$ cat config.mk
export PLATFORM = sky130hd
export DESIGN_NAME = countdown_scheduler_flat
export DESIGN_NICKNAME = d
export VERILOG_FILES = /design/src/rtl/countdown_scheduler_if.sv /design/src/rtl/countdown_scheduler.sv /design/src/flat_wrapper.sv
export SDC_FILE = /design/constraint.sdc
export NUM_CORES = 1
export LEC_CHECK = 0
export CAP_MARGIN = 20
export CORE_ASPECT_RATIO = 0.75
export CORE_MARGIN = 5
export CORE_UTILIZATION = 48
export CTS_BUF_LIST = sky130_fd_sc_hd__clkbuf_4 sky130_fd_sc_hd__clkbuf_8
export DETAILED_ROUTE_END_ITERATION = 6
export GPL_ROUTABILITY_DRIVEN = 1
export PLACE_DENSITY = 0.85
export SLEW_MARGIN = 25
export SYNTH_ARGS = -nofsm -noshare
export SYNTH_HDL_FRONTEND = slang
export SYNTH_SLANG_ARGS = --single-unit
$ cat constraint.sdc
create_clock -name clk -period 2.7 [get_ports clk]
set_input_delay 0.54 -clock clk [delete_from_list [all_inputs] [get_ports clk]]
set_output_delay 0.54 -clock clk [all_outputs]
set_load 0.005 [all_outputs]
$ cat src/rtl/countdown_scheduler_if.sv
// Handshake bundle between the requesting control FSMs and the shared countdown scheduler.
interface countdown_scheduler_if #(
    parameter int N_REQ = 4,
    parameter int CNT_W = 4
);
    logic                   tick;
    logic [N_REQ-1:0]       req;
    logic [N_REQ*CNT_W-1:0] load_val;
    logic                   abort;
    logic [N_REQ-1:0]       grant;
    logic [CNT_W-1:0]       count;
    logic                   busy;
    logic [N_REQ-1:0]       done;
    logic [1:0]             state;

    modport master (
        output tick, req, load_val, abort,
        input  grant, count, busy, done, state
    );

    modport slave (
        input  tick, req, load_val, abort,
        output grant, count, busy, done, state
    );
endinterface

$ cat src/rtl/countdown_scheduler.sv
// Round-robin shared down-counter: grants one requester, loads its start value, counts ticks, pulses done.
// Define COUNTDOWN_PAUSE_EN to add a pause input that freezes counting in COUNT.
module countdown_scheduler #(
    parameter int N_REQ       = 4,
    parameter int CNT_W       = 4,
    parameter int RR_EN_FIRST = 0
) (
    input  logic clk,
    input  logic reset,
`ifdef COUNTDOWN_PAUSE_EN
    input  logic pause,
`endif
    countdown_scheduler_if.slave bus
);
    localparam int IDX_W = (N_REQ > 1) ? $clog2(N_REQ) : 1;

    typedef enum logic [1:0] {
        IDLE  = 2'b00,
        LOAD  = 2'b01,
        COUNT = 2'b10,
        DONE  = 2'b11
    } state_t;

    state_t           state_q;
    logic [N_REQ-1:0] grant_q;
    logic [N_REQ-1:0] done_q;
    logic [CNT_W-1:0] count_q;
    logic             busy_q;
    logic [IDX_W-1:0] gidx;
    logic [IDX_W-1:0] rr_ptr;

    logic             pick_vld;
    logic [IDX_W-1:0] pick;
    logic [IDX_W-1:0] nxt_ptr;
    logic [CNT_W-1:0] slice;
    logic             cancel;
    logic             tick_eff;

    // Scan from the highest offset down so the nearest asserted request at/after rr_ptr wins.
    always_comb begin
        pick_vld = 1'b0;
        pick     = '0;
        for (int k = N_REQ - 1; k >= 0; k--) begin
            int s;
            s = int'(rr_ptr) + k;
            if (s >= N_REQ) s = s - N_REQ;
            if (bus.req[s]) begin
                pick_vld = 1'b1;
                pick     = IDX_W'(s);
            end
        end
    end

    assign nxt_ptr = (gidx == IDX_W'(N_REQ - 1)) ? '0 : gidx + IDX_W'(1);
    assign slice   = bus.load_val[int'(gidx)*CNT_W +: CNT_W];
    assign cancel  = bus.abort | ~bus.req[gidx];

`ifdef COUNTDOWN_PAUSE_EN
    assign tick_eff = bus.tick & ~pause;
`else
    assign tick_eff = bus.tick;
`endif

    always_ff @(posedge clk or negedge reset) begin
        if (!reset) begin
            state_q <= IDLE;
            grant_q <= '0;
            done_q  <= '0;
            count_q <= '0;
            busy_q  <= 1'b0;
            gidx    <= '0;
            rr_ptr  <= IDX_W'(RR_EN_FIRST);
        end else begin
            case (state_q)
                IDLE: begin
                    if (pick_vld) begin
                        state_q <= LOAD;
                        grant_q <= N_REQ'(1) << pick;
                        gidx    <= pick;
                        busy_q  <= 1'b1;
                    end
                end
                LOAD, COUNT: begin
                    if (cancel) begin
                        // Withdrawal and abort share one exit: no done, pointer still advances.
                        state_q <= IDLE;
                        grant_q <= '0;
                        count_q <= '0;
                        busy_q  <= 1'b0;
                        rr_ptr  <= nxt_ptr;
                    end else if (state_q == LOAD) begin
                        count_q <= slice;
                        if (slice == '0) begin
                            state_q <= DONE;
                            done_q  <= grant_q;
                        end else begin
                            state_q <= COUNT;
                        end
                    end else if (tick_eff) begin
                        if (count_q == CNT_W'(1)) begin
                            state_q <= DONE;
                            done_q  <= grant_q;
                        end
                        count_q <= count_q - CNT_W'(1);
                    end
                end
                DONE: begin
                    state_q <= IDLE;
                    grant_q <= '0;
                    done_q  <= '0;
                    busy_q  <= 1'b0;
                    rr_ptr  <= nxt_ptr;
                end
                default: state_q <= IDLE;
            endcase
        end
    end

    assign bus.grant = grant_q;
    assign bus.done  = done_q;
    assign bus.count = count_q;
    assign bus.busy  = busy_q;
    assign bus.state = state_q;
endmodule

$ cat src/flat_wrapper.sv
// flat-port wrapper written by rule: the top's interface ports become plain ports
module countdown_scheduler_flat 
#(
    parameter int N_REQ       = 4,
    parameter int CNT_W       = 4,
    parameter int RR_EN_FIRST = 0
)
  (clk, reset, bus_tick, bus_req, bus_load_val, bus_abort, bus_grant, bus_count, bus_busy, bus_done, bus_state);
  countdown_scheduler_if #(.N_REQ(N_REQ), .CNT_W(CNT_W)) bus_i ();
  input  logic clk;
  input  logic reset;
  input wire logic [$bits(bus_i.tick)-1:0] bus_tick;
  input wire logic [$bits(bus_i.req)-1:0] bus_req;
  input wire logic [$bits(bus_i.load_val)-1:0] bus_load_val;
  input wire logic [$bits(bus_i.abort)-1:0] bus_abort;
  output wire logic [$bits(bus_i.grant)-1:0] bus_grant;
  output wire logic [$bits(bus_i.count)-1:0] bus_count;
  output wire logic [$bits(bus_i.busy)-1:0] bus_busy;
  output wire logic [$bits(bus_i.done)-1:0] bus_done;
  output wire logic [$bits(bus_i.state)-1:0] bus_state;
  assign bus_i.tick = bus_tick;
  assign bus_i.req = bus_req;
  assign bus_i.load_val = bus_load_val;
  assign bus_i.abort = bus_abort;
  assign bus_grant = bus_i.grant;
  assign bus_count = bus_i.count;
  assign bus_busy = bus_i.busy;
  assign bus_done = bus_i.done;
  assign bus_state = bus_i.state;
  countdown_scheduler #(.N_REQ(N_REQ), .CNT_W(CNT_W), .RR_EN_FIRST(RR_EN_FIRST)) u_core (.clk(clk), .reset(reset), .bus(bus_i));
endmodule
==> flow_summary.json, run 1 <==
{
  "final_util_pct": 66.9,
  "maxCapViolCount": 0,
  "post_dp_cell_area_um2": 1690,
  "via_count": 1120,
  "track_usage_pct": 17.7,
  "detail_route.iter0.violations": 30,
  "area_growth_pct": 36.1,
  "wl_met1_um": 1530,
  "grt-ovfl-total": 0,
  "postCtsSetupRepairBufs": 0,
  "avgSynthCellArea_um2": 10.5,
  "grt_max_degree": 20,
  "place_hpwl_um": 2570,
  "grt_pass1_wl_um": 5290,
  "dr.pass1.iters": 4,
  "grt_pass1_vias": 1108,
  "syn_nets": 151,
  "synth_top_area_cell": "dfrtp_1",
  "max_freq_ghz": 0.431,
  "wl_met2_um": 1500,
  "vdd_drop_max_mv": 0.614,
  "path_class": "reg -> reg",
  "start_util_pct": 49.2,
  "cts_resized": 0,
  "cts_tree": "done",
  "sw_frac_of_total_pct": 42.1,
  "port_buffers": 38,
  "setup_tns_ns": 0,
  "drcViolationCount": 0,
  "ys.flop_type": "dfrtp_1",
  "seq_power_share_pct": 29.9,
  "powerDensity_nw_per_um2": 1080,
  "synthArstFlopShare_pct": 100,
  "worst_slew_pin_slew_ns": 0.876,
  "gp_congestion": 0.902,
  "synth_warnings": 0,
  "diodes": 0,
  "internal-power_w": 0.00107,
  "yosys-top-cells-area": "dfrtp_1 38%, mux4_2 7.1%, ha_1 7.0%, a22o_1 4.9%, mux2i_1 4.8%",
  "fillers": 225,
  "numCtsBuffers": 3,
  "critPathMaxFanout": 9,
  "arrival_ns": 2.51,
  "clock-sinks": 19,
  "slew_viol_final": 0,
  "drive_gt1_share_pct": 11.2,
  "hold_viol": 0,
  "ant_nets": 0,
  "ys_ff_latch": 19,
  "wl_um": 3260,
  "cts-root-buf": "clkbuf_4",
  "rsz0062_at_grt": "false",
  "yosysMostFrequentCell": "dfrtp_1",
  "power.share.clock_pct": 8.3,
  "start_kind": "flop",
  "die_w_um": 69.2,
  "p_leak_nw": 0.725,
  "htree_levels": 1,
  "fin_crit_ns": 2.32,
  "nets": 193,
  "synth_edf_count": 0,
  "die_h_um": 54.4,
  "wl_per_cell_um": 16.5,
  "yosysSeqAreaShare_pct": 37.7,
  "rows": 16,
  "syn_area_um2": 1260,
  "period_share_pct": 85.9,
  "antenna_found_initial": 0,
  "hp-class": "reg -> reg",
  "synth.distinct_cells": 39,
  "clock_path_buffers": 2,
  "synthTopCellsByCount": "19 x dfrtp_1, 11 x nand2_1, 8 x nor2_1",
  "pin_count": 39,
  "slew-limit-headroom_pct": 41.4,
  "syn-instance-count": 120,
  "clock_latency_ns": 0.30,
  "cp_data_required_time_ns": 2.89,
  "p_switching_w": 0.000778,
  "setup_viol_count_final": 0,
  "pwr-share-comb_pct": 61.8,
  "path_clk_slew_ns": 0.11,
  "hold_buffers": 0,
  "die_area_um2": 3760,
  "dr_wl_met3_um": 195,
  "fin_skew_ns": 0.00639,
  "status": "finished, final reports clean",
  "maxUsedRoutingLayer": "met4",
  "vias_per_cell": 5.69,
  "synth_top_area_share_pct": 37.7,
  "core-area_um2": 2560,
  "final_area_um2": 1720,
  "worst_setup_path_end_kind": "flop"
}
state kept, by name (all words and copies together), names as in the netlist:
register,count
u_core.gidx,2
u_core.bus.state,2
u_core.bus.done,4
u_core.bus.grant,4
u_core.bus.busy,1
u_core.rr_ptr,2
u_core.bus.count,4
through the flow:
stage	hold slack (ns)	power, W	setup slack, ns	instances
global route	0.529	0.00200	0.275	197
detailed placement	0.481	0.00170	0.0929	193
global placement	0.482	0.00164	0.166	193
CTS	0.506	0.00186	0.359	197
floorplan	0.244	0.00130	0.620	120
finish	0.500	0.00185	0.382	197
cell type report:
class / count / area (µm²) / share of cell area [%]
multi-input combinational: 92 / 743 / 43.3
sequential: 19 / 475 / 27.7
timing repair buffer: 41 / 403 / 23.5
tap: 36 / 45.0 / 2.63
clock buffer: 4 / 30.0 / 1.75
inverter: 5 / 18.8 / 1.09
cells by family after synthesis:
kind of cell               Yosys count  synth area share (%)
xor gates and xnor gates             2                  1.39
muxes                               12                  13.7
adders and majority gates            7                  6.95
buffers and inverters                9                  3.28
DFF                                 19                  37.7
and+or+nand+nor                     35                  15.7
AOI/OAI and AO/OA                   36                  21.3
path summary, 6_finish.rpt:
check,from,end,slack [ns],cells past startpoint
setup / recovery,u_core.gidx[0],u_core.bus.done[3],0.38,5
hold / removal,u_core.bus.busy,u_core.bus.busy,0.50,1
setup reg to reg,u_core.gidx[0],u_core.bus.done[3],0.38,5
hold reg to reg,u_core.bus.busy,u_core.bus.busy,0.50,1
max in group asynchronous,reset,u_core.bus.grant[2],1.43,1
min in group asynchronous,reset,u_core.bus.state[0],0.73,1
cells in the final DEF, fill, tap and decap left out, types with 2 or more instances in the layout:
cell type / Yosys / layout
buf_4: 0 / 3
clkbuf_4: 0 / 4
mux2_2: 2 / 2
ha_1: 7 / 7
nand2b_1: 5 / 5
dfrtp_1: 19 / 19
clkdlybuf4s50_1: 0 / 38
mux4_2: 4 / 4
o22a_1: 2 / 2
inv_1: 5 / 5
nand2_1: 11 / 11
a22o_1: 7 / 7
nor3b_1: 2 / 2
a21oi_1: 6 / 6
o21ai_0: 7 / 7
nor2_1: 8 / 8
mux2i_1: 6 / 6
o2bb2ai_1: 3 / 3
power by group through the flow:
stage / clock network, W / logic [W] / registers, W
after floorplan: 0 / 0.000796 / 0.000504
after global placement: 0 / 0.00109 / 0.000551
after detailed placement: 0 / 0.00114 / 0.000557
after CTS: 0.000159 / 0.00115 / 0.000554
after global routing: 0.000171 / 0.00125 / 0.000575
final: 0.000154 / 0.00114 / 0.000553
routing by layer:
metal  vias up  track usage, %
met5         -               0
met3         4            5.69
met4         0            4.22
li1        537               -
met1       547            21.4
met2        32            31.5
worst max-delay path, stage by stage, from the launching register on:
cell and delay, ns:
dfrtp_1 0.59, mux4_2 0.58, or4_4 0.59, nand3_2 0.12, nand4b_4 0.13, a22o_1 0.20
No activity file was read; power rests on OpenSTA's default activity.
==> inputs of run 2 (changes only) <==
Settings changed: SLEW_MARGIN 25 to 0.
==> results of run 2 <==
The final DEF is identical to that of run 1; final timing and power are the same.
==> inputs of run 3 (changes only) <==
Settings changed: ABC_CLOCK_PERIOD_IN_PS set to 2700, CAP_MARGIN 20 to 10, CORE_MARGIN 5 to 3.
==> flow_summary.json, run 3 (same netlist as run 1, synthesis figures left out) <==
{
  "htree_levels": 1,
  "fin_skew_ns": 0.00395,
  "slew-limit-headroom_pct": 43.1,
  "powerDensity_nw_per_um2": 1080,
  "start_kind": "flop",
  "vdd_drop_max_mv": 0.570,
  "place_hpwl_um": 2720,
  "period_share_pct": 85.2,
  "grt_pass1_vias": 1170,
  "die_w_um": 65.2,
  "dr.pass1.iters": 4,
  "critPathMaxFanout": 9,
  "final_area_um2": 1720,
  "rsz0062_at_grt": "false",
  "hp-class": "reg -> reg",
  "multi_input_area_um2": 743,
  "hold_buffers": 0,
  "port_buffers": 38,
  "wl_per_cell_um": 17.3,
  "grt_pass1_wl_um": 5690,
  "cts_tree": "done",
  "cts-root-buf": "clkbuf_4",
  "fillers": 196,
  "clock_path_buffers": 2,
  "core-area_um2": 2400,
  "area.sequential_um2": 475,
  "path_class": "reg -> reg",
  "clock-sinks": 19,
  "diodes": 0,
  "die_h_um": 50.4,
  "detail_route.iter0.violations": 90,
  "power.total_w": 0.00186,
  "die_area_um2": 3280,
  "max_freq_ghz": 0.435,
  "path_clk_slew_ns": 0.11,
  "worst_slew_pin_slew_ns": 0.850,
  "start_util_pct": 52.4,
  "cts_resized": 0,
  "wl_um": 3380,
  "setup_viol_count_final": 0,
  "postCtsSetupRepairBufs": 0,
  "nets": 194,
  "hold_viol": 0,
  "status": "finished, final reports clean",
  "rows": 15,
  "p_leak_nw": 0.729,
  "cp_data_required_time_ns": 2.91,
  "drive_gt1_share_pct": 11.7,
  "area_growth_pct": 36.3,
  "clock_latency_ns": 0.31,
  "ant_nets": 0,
  "worst_setup_path_end_kind": "flop",
  "setup_tns_ns": 0,
  "arrival_ns": 2.51,
  "maxCapViolCount": 0,
  "antenna_found_initial": 0,
  "grt_max_degree": 20,
  "final_common_cell": "clkdlybuf4s50_1",
  "stdcell_count": 196,
  "via_count": 1130,
  "fin_crit_ns": 2.30,
  "slew_viol_final": 0,
  "numCtsBuffers": 3,
  "pin_count": 39,
  "worst_hold_slack_ns": 0.501,
  "gp_congestion": 0.779,
  "dp.cells": 192,
  "vias_per_cell": 5.77,
  "track_usage_pct": 22.8,
  "post_dp_cell_area_um2": 1690,
  "drcViolationCount": 0,
  "grt-ovfl-total": 0,
  "final_cell_mix": "38 x clkdlybuf4s50_1, 19 x dfrtp_1, 11 x nand2_1"
}
-- run 3: worst max-delay path: stages, from the launching register on --
cell	delay (ns)
dfrtp_1	0.59
mux4_2	0.58
or4_4	0.58
nand3_2	0.12
nand4b_4	0.13
a22o_1	0.19
-- run 3: final cells by class --
type                    instances  share of cell area, %
multi-input cells              92                   43.3
flip-flops and latches         19                   27.7
repair buffers                 42                   23.9
well taps                      34                   2.48
clock buffers                   3                   1.31
inverters                       5                   1.09
clock inverters                 1                  0.291
-- run 3: final timing paths --
path / startpoint / end / slack, ns / cells past startpoint
max: u_core.gidx[0] / u_core.bus.done[1] / 0.40 / 5
min: u_core.bus.busy / u_core.bus.busy / 0.50 / 1
max reg2reg: u_core.gidx[0] / u_core.bus.done[1] / 0.40 / 5
min reg2reg: u_core.bus.busy / u_core.bus.busy / 0.50 / 1
max in group asynchronous: reset / u_core.bus.count[0] / 1.47 / 1
min in group asynchronous: reset / u_core.rr_ptr[1] / 0.70 / 1
-- run 3: layer usage --
layer / part of all wire, % / vias to the layer above / GRT usage [%]
met5: 0 / - / 0
li1: - / 537 / -
met4: 1.2 / 0 / 4.48
met3: 7.5 / 9 / 5.37
met2: 51 / 47 / 40.8
met1: 40 / 537 / 27.9
-- run 3: metrics by stage --
stage | setup slack [ns] | utilization (%)
after global placement | 0.185 | 70.4
after floorplan | 0.620 | -
after detailed placement | 0.113 | 70.4
after global routing | 0.295 | 71.5
after CTS | 0.408 | 71.5
final | 0.399 | 71.5
-- run 3: power by group --
part	internal (W)	switching [W]	leakage (nW)
combinational	0.000601	0.000552	0.464
clock	0.0000554	0.0000960	0.0177
sequential	0.000404	0.000151	0.247
total	0.00106	0.000799	0.729
==> edit 1: new RTL, flow settings as in run 3 <==
`RR_EN_FIRST` is set to 0 in 2 places; all go to 1.
--- a/src/rtl/countdown_scheduler.sv
+++ b/src/rtl/countdown_scheduler.sv
@@ -3,7 +3,7 @@
 module countdown_scheduler #(
     parameter int N_REQ       = 4,
     parameter int CNT_W       = 4,
-    parameter int RR_EN_FIRST = 0
+    parameter int RR_EN_FIRST = 1
 ) (
     input  logic clk,
     input  logic reset,
--- a/src/flat_wrapper.sv
+++ b/src/flat_wrapper.sv
@@ -3,7 +3,7 @@
 #(
     parameter int N_REQ       = 4,
     parameter int CNT_W       = 4,
-    parameter int RR_EN_FIRST = 0
+    parameter int RR_EN_FIRST = 1
 )
   (clk, reset, bus_tick, bus_req, bus_load_val, bus_abort, bus_grant, bus_count, bus_busy, bus_done, bus_state);
   countdown_scheduler_if #(.N_REQ(N_REQ), .CNT_W(CNT_W)) bus_i ();
Behaviour: not the same (Yosys sat finds a counterexample within 4 cycles, from zero or initial values and one cycle with reset low).
==> edit 1 against run 3 <==
Total power up 0.73%; routed wire length down 4.1%; non-clock buffer count unchanged; design area up 0.22%; worst setup slack worse by 0.029 ns; sequential cell count unchanged; area after synthesis about the same; critical path type unchanged.
==> edit 1: results (changes against run 3) <==
layout cells sized above 1 12.3% (+0.62 points); PnR worst setup slack 0.370 ns (-0.0289 ns); compound-gate portion of the synthesized area 21.2% (about the same); switching share of power 41.7% (-1.3 points); First DRT Iteration DRCs 117 (+30%); GRT Util Overall 21.7% (-1.1 points); fill count 195 (-0.51%); hold slack 0.503 ns (+0.00209 ns); DPL Wire Length 2.58 mm (-5.0%); Pwr Total 1.87 mW (+0.73%); Peak VDD IR 0.615 mV (+8.0%); pre-CTS setup slack 0.0925 ns (-0.0204 ns); global-route wire length before repair 5.49 mm (-3.5%); Gate power share 61.8% (-0.2 points); Worst EP arrival 2.52 ns (about the same); root cell of the clock tree clkbuf_4; fraction of the mapped netlist area in adder cells 6.94% (about the same); Worst-Margin Slew 0.865 ns (+0.0149 ns); vias post-DR 1138 (+0.71%); post-synthesis sequential area ratio 37.8% (+0.062 points); outcome finished clean; mux cell area share after synthesis 13.7% (about the same); postcts setup bufs 0 (unchanged); Resized Gates After CTS 0 (unchanged); Synth area leaders dfrtp_1 (36%), mux4_2 (7.1%), ha_1 (6.9%); Yosys cell types 40 (+2.6%); Clk power 0.155 mW (+3%); WL/cell 16.5 um (-4.1%); R2R Path End u_core.bus.done[3]$_DFFE_PN0P_; Placed Area 0.00169 mm2 (about the same); Register Area 477 um2 (+0.26%); clk buf depth 2 (unchanged); FFs w/ async S/R, synth 100% (unchanged); synth cell count leaders dfrtp_1 (18), nand2_1 (11), nor2_1 (8); xor and xnor area share after synthesis 1.39% (about the same); RD Place Congestion 0.816 (+4.8%); LEAKAGE 0.729 nW (about the same); Layout Skew 0.000782 ns (-0.00317 ns)
[edit 1: cell types whose count changed after synthesis]
cell	run 3	this run
dfrtp_1	19	18
dfstp_2	0	1
[edit 1: area by class of cell]
| type | count | area share, % |
|---|---|---|
| clock buffers | 4 | 1.74 |
| inverters | 5 | 1.09 |
| multi-input cells | 92 | 43.2 |
| flip-flops and latches | 19 | 27.7 |
| well taps | 34 | 2.47 |
| repair buffers | 42 | 23.8 |
[edit 1: kinds of logic (layout without fill, tap and decap cells)]
logic type | after synthesis | after routing
adders and majority gates | 7 | 7
xor gates and xnor gates | 2 | 2
and+or+nand+nor | 35 | 35
buffers and inverters | 9 | 51
muxes | 12 | 12
DFF | 19 | 19
AOI/OAI and AO/OA | 36 | 36
[edit 1: per-layer routing]
metal	up-vias	part of all wire (%)	wire length [um]	global-route usage, %
met3	4	6.0	195	5.82
met5	-	0	0	0
met4	0	0.74	24	6.21
met1	552	44	1440	28.7
met2	43	49	1580	35.1
li1	539	-	-	-
==> edit 2: new RTL, settings of run 3 <==
Without the edit above. Make the reset (`reset`) synchronous in one clocked block.
--- a/src/rtl/countdown_scheduler.sv
+++ b/src/rtl/countdown_scheduler.sv
@@ -61,7 +61,7 @@
     assign tick_eff = bus.tick;
 `endif
 
-    always_ff @(posedge clk or negedge reset) begin
+    always_ff @(posedge clk) begin
         if (!reset) begin
             state_q <= IDLE;
             grant_q <= '0;
Function: differs if reset is asserted again (counterexample within 4 cycles, from zero or initial values and one cycle with reset low); with reset held inactive, the same outputs for 10 cycles.
==> edit 2 against run 3 <==
Worst setup slack got worse by 0.039 ns; sequential cell count unchanged; design area down 3.4%; clock skew grew 0.0045 ns; first-iteration DRC count is 8.9% higher; routed wire length shrank 0.92%; area after synthesis fell by 1.5%.
Power is not compared: it rests on default switching activity, and its combinational part moved more than twofold at a synthesized area within 25%.
==> edit 2: results (changes against run 3) <==
slowest cell delay on critical path 0.56 ns (-0.03 ns); hold-critical path depth 2 (+1); Post-Syn Nets 168 (+11%); Layout Skew 0.00842 ns (+0.00446 ns); hold slack 0.465 ns (-0.0355 ns); GRT Util Overall 23.2% (+0.42 points); Synth area leaders dfxtp_1 (31%), mux4_1 (8.5%), mux2i_1 (7.3%); Critical Path Fanout Max 6 (-3); layout cells sized above 1 5.17% (-6.6 points); most common flop cell mapped by yosys dfxtp_1; R2R cell count 4 (-1); Yosys cell types 37 (-5.1%); pre-CTS setup slack 0.106 ns (-0.00723 ns); global-route wire length before repair 5.62 mm (-1.2%); Worst path slowest cell mux4_2; wl on met1 1.42 mm (+5.1%); WL/cell 16.1 um (-6.6%); nets@finish 206 (+6.2%); DPL Wire Length 2.65 mm (-2.6%); RD Place Congestion 0.792 (+1.7%); First DRT Iteration DRCs 98 (+8.9%); r2r startpoint u_core.gidx[0]$_SDFFE_PN0P_; Met2 Wirelength 1.65 mm (-4.4%); outcome finished clean; R2R setup slack 0.44 ns (+0.04 ns); largest net degree at the start of global routing 24 (+20%); Hold Crit Start u_core.bus.done[3]$_SDFFE_PN0P_; met3 WL 173 um (-32%); via count of the first global-routing pass 1184 (+1.2%); grt met2 use 38.5% (-2.3 points); Worst-Margin Slew 0.713 ns (-0.137 ns); WHS Endpoint u_core.bus.done[3]$_SDFFE_PN0P_
[edit 2: changes by cell type after synthesis, sizes merged, moves of 4 or more]
cell,before,now
a22o,7,0
nor2,8,12
nand3b,0,5
dfrtp,19,0
o2bb2ai,4,0
inv,5,10
a21boi,1,5
dfxtp,0,19
nor2b,1,7
[edit 2: worst max path at each step]
stage / start / to / slack (ns) / cells past startpoint
2_1_floorplan: bus_req[3] / u_core.bus.grant[0]$_SDFFE_PN0P_ / 0.74 / 5
3_3_place_gp: bus_req[3] / u_core.bus.count[2]$_SDFFE_PN0P_ / 0.17 / 6
3_5_place_dp: bus_req[3] / u_core.bus.count[3]$_SDFFE_PN0P_ / 0.11 / 6
4_1_cts: bus_req[3] / u_core.bus.count[3]$_SDFFE_PN0P_ / 0.44 / 6
5_1_grt: bus_req[3] / u_core.bus.count[2]$_SDFFE_PN0P_ / 0.28 / 6
6_report: bus_req[3] / u_core.bus.count[3]$_SDFFE_PN0P_ / 0.36 / 6
[edit 2: area by class of cell]
class	count	area [um2]	area share, %
flip-flops and latches	19	380	22.9
multi-input cells	103	790	47.6
well taps	34	42.5	2.56
clock buffers	4	30.0	1.81
repair buffers	38	380	22.9
inverters	10	37.5	2.26
[edit 2: cell families after synthesis]
kind of cell | count (synthesis) | share of synthesized area [%]
compound gates | 33 | 18.1
xor+xnor | 1 | 0.706
fa+ha+maj | 7 | 7.06
buf+inv | 15 | 5.75
flops | 19 | 30.6
mux | 14 | 17.5
simple gates | 48 | 20.2
[edit 2: through the flow]
step,cells,util [%],power [mW]
after floorplan,137,-,0.511
after global placement,204,68.4,0.603
after detailed placement,204,68.4,0.621
after CTS,208,69.7,0.782
after global routing,208,69.7,0.833
final,208,69.7,0.787
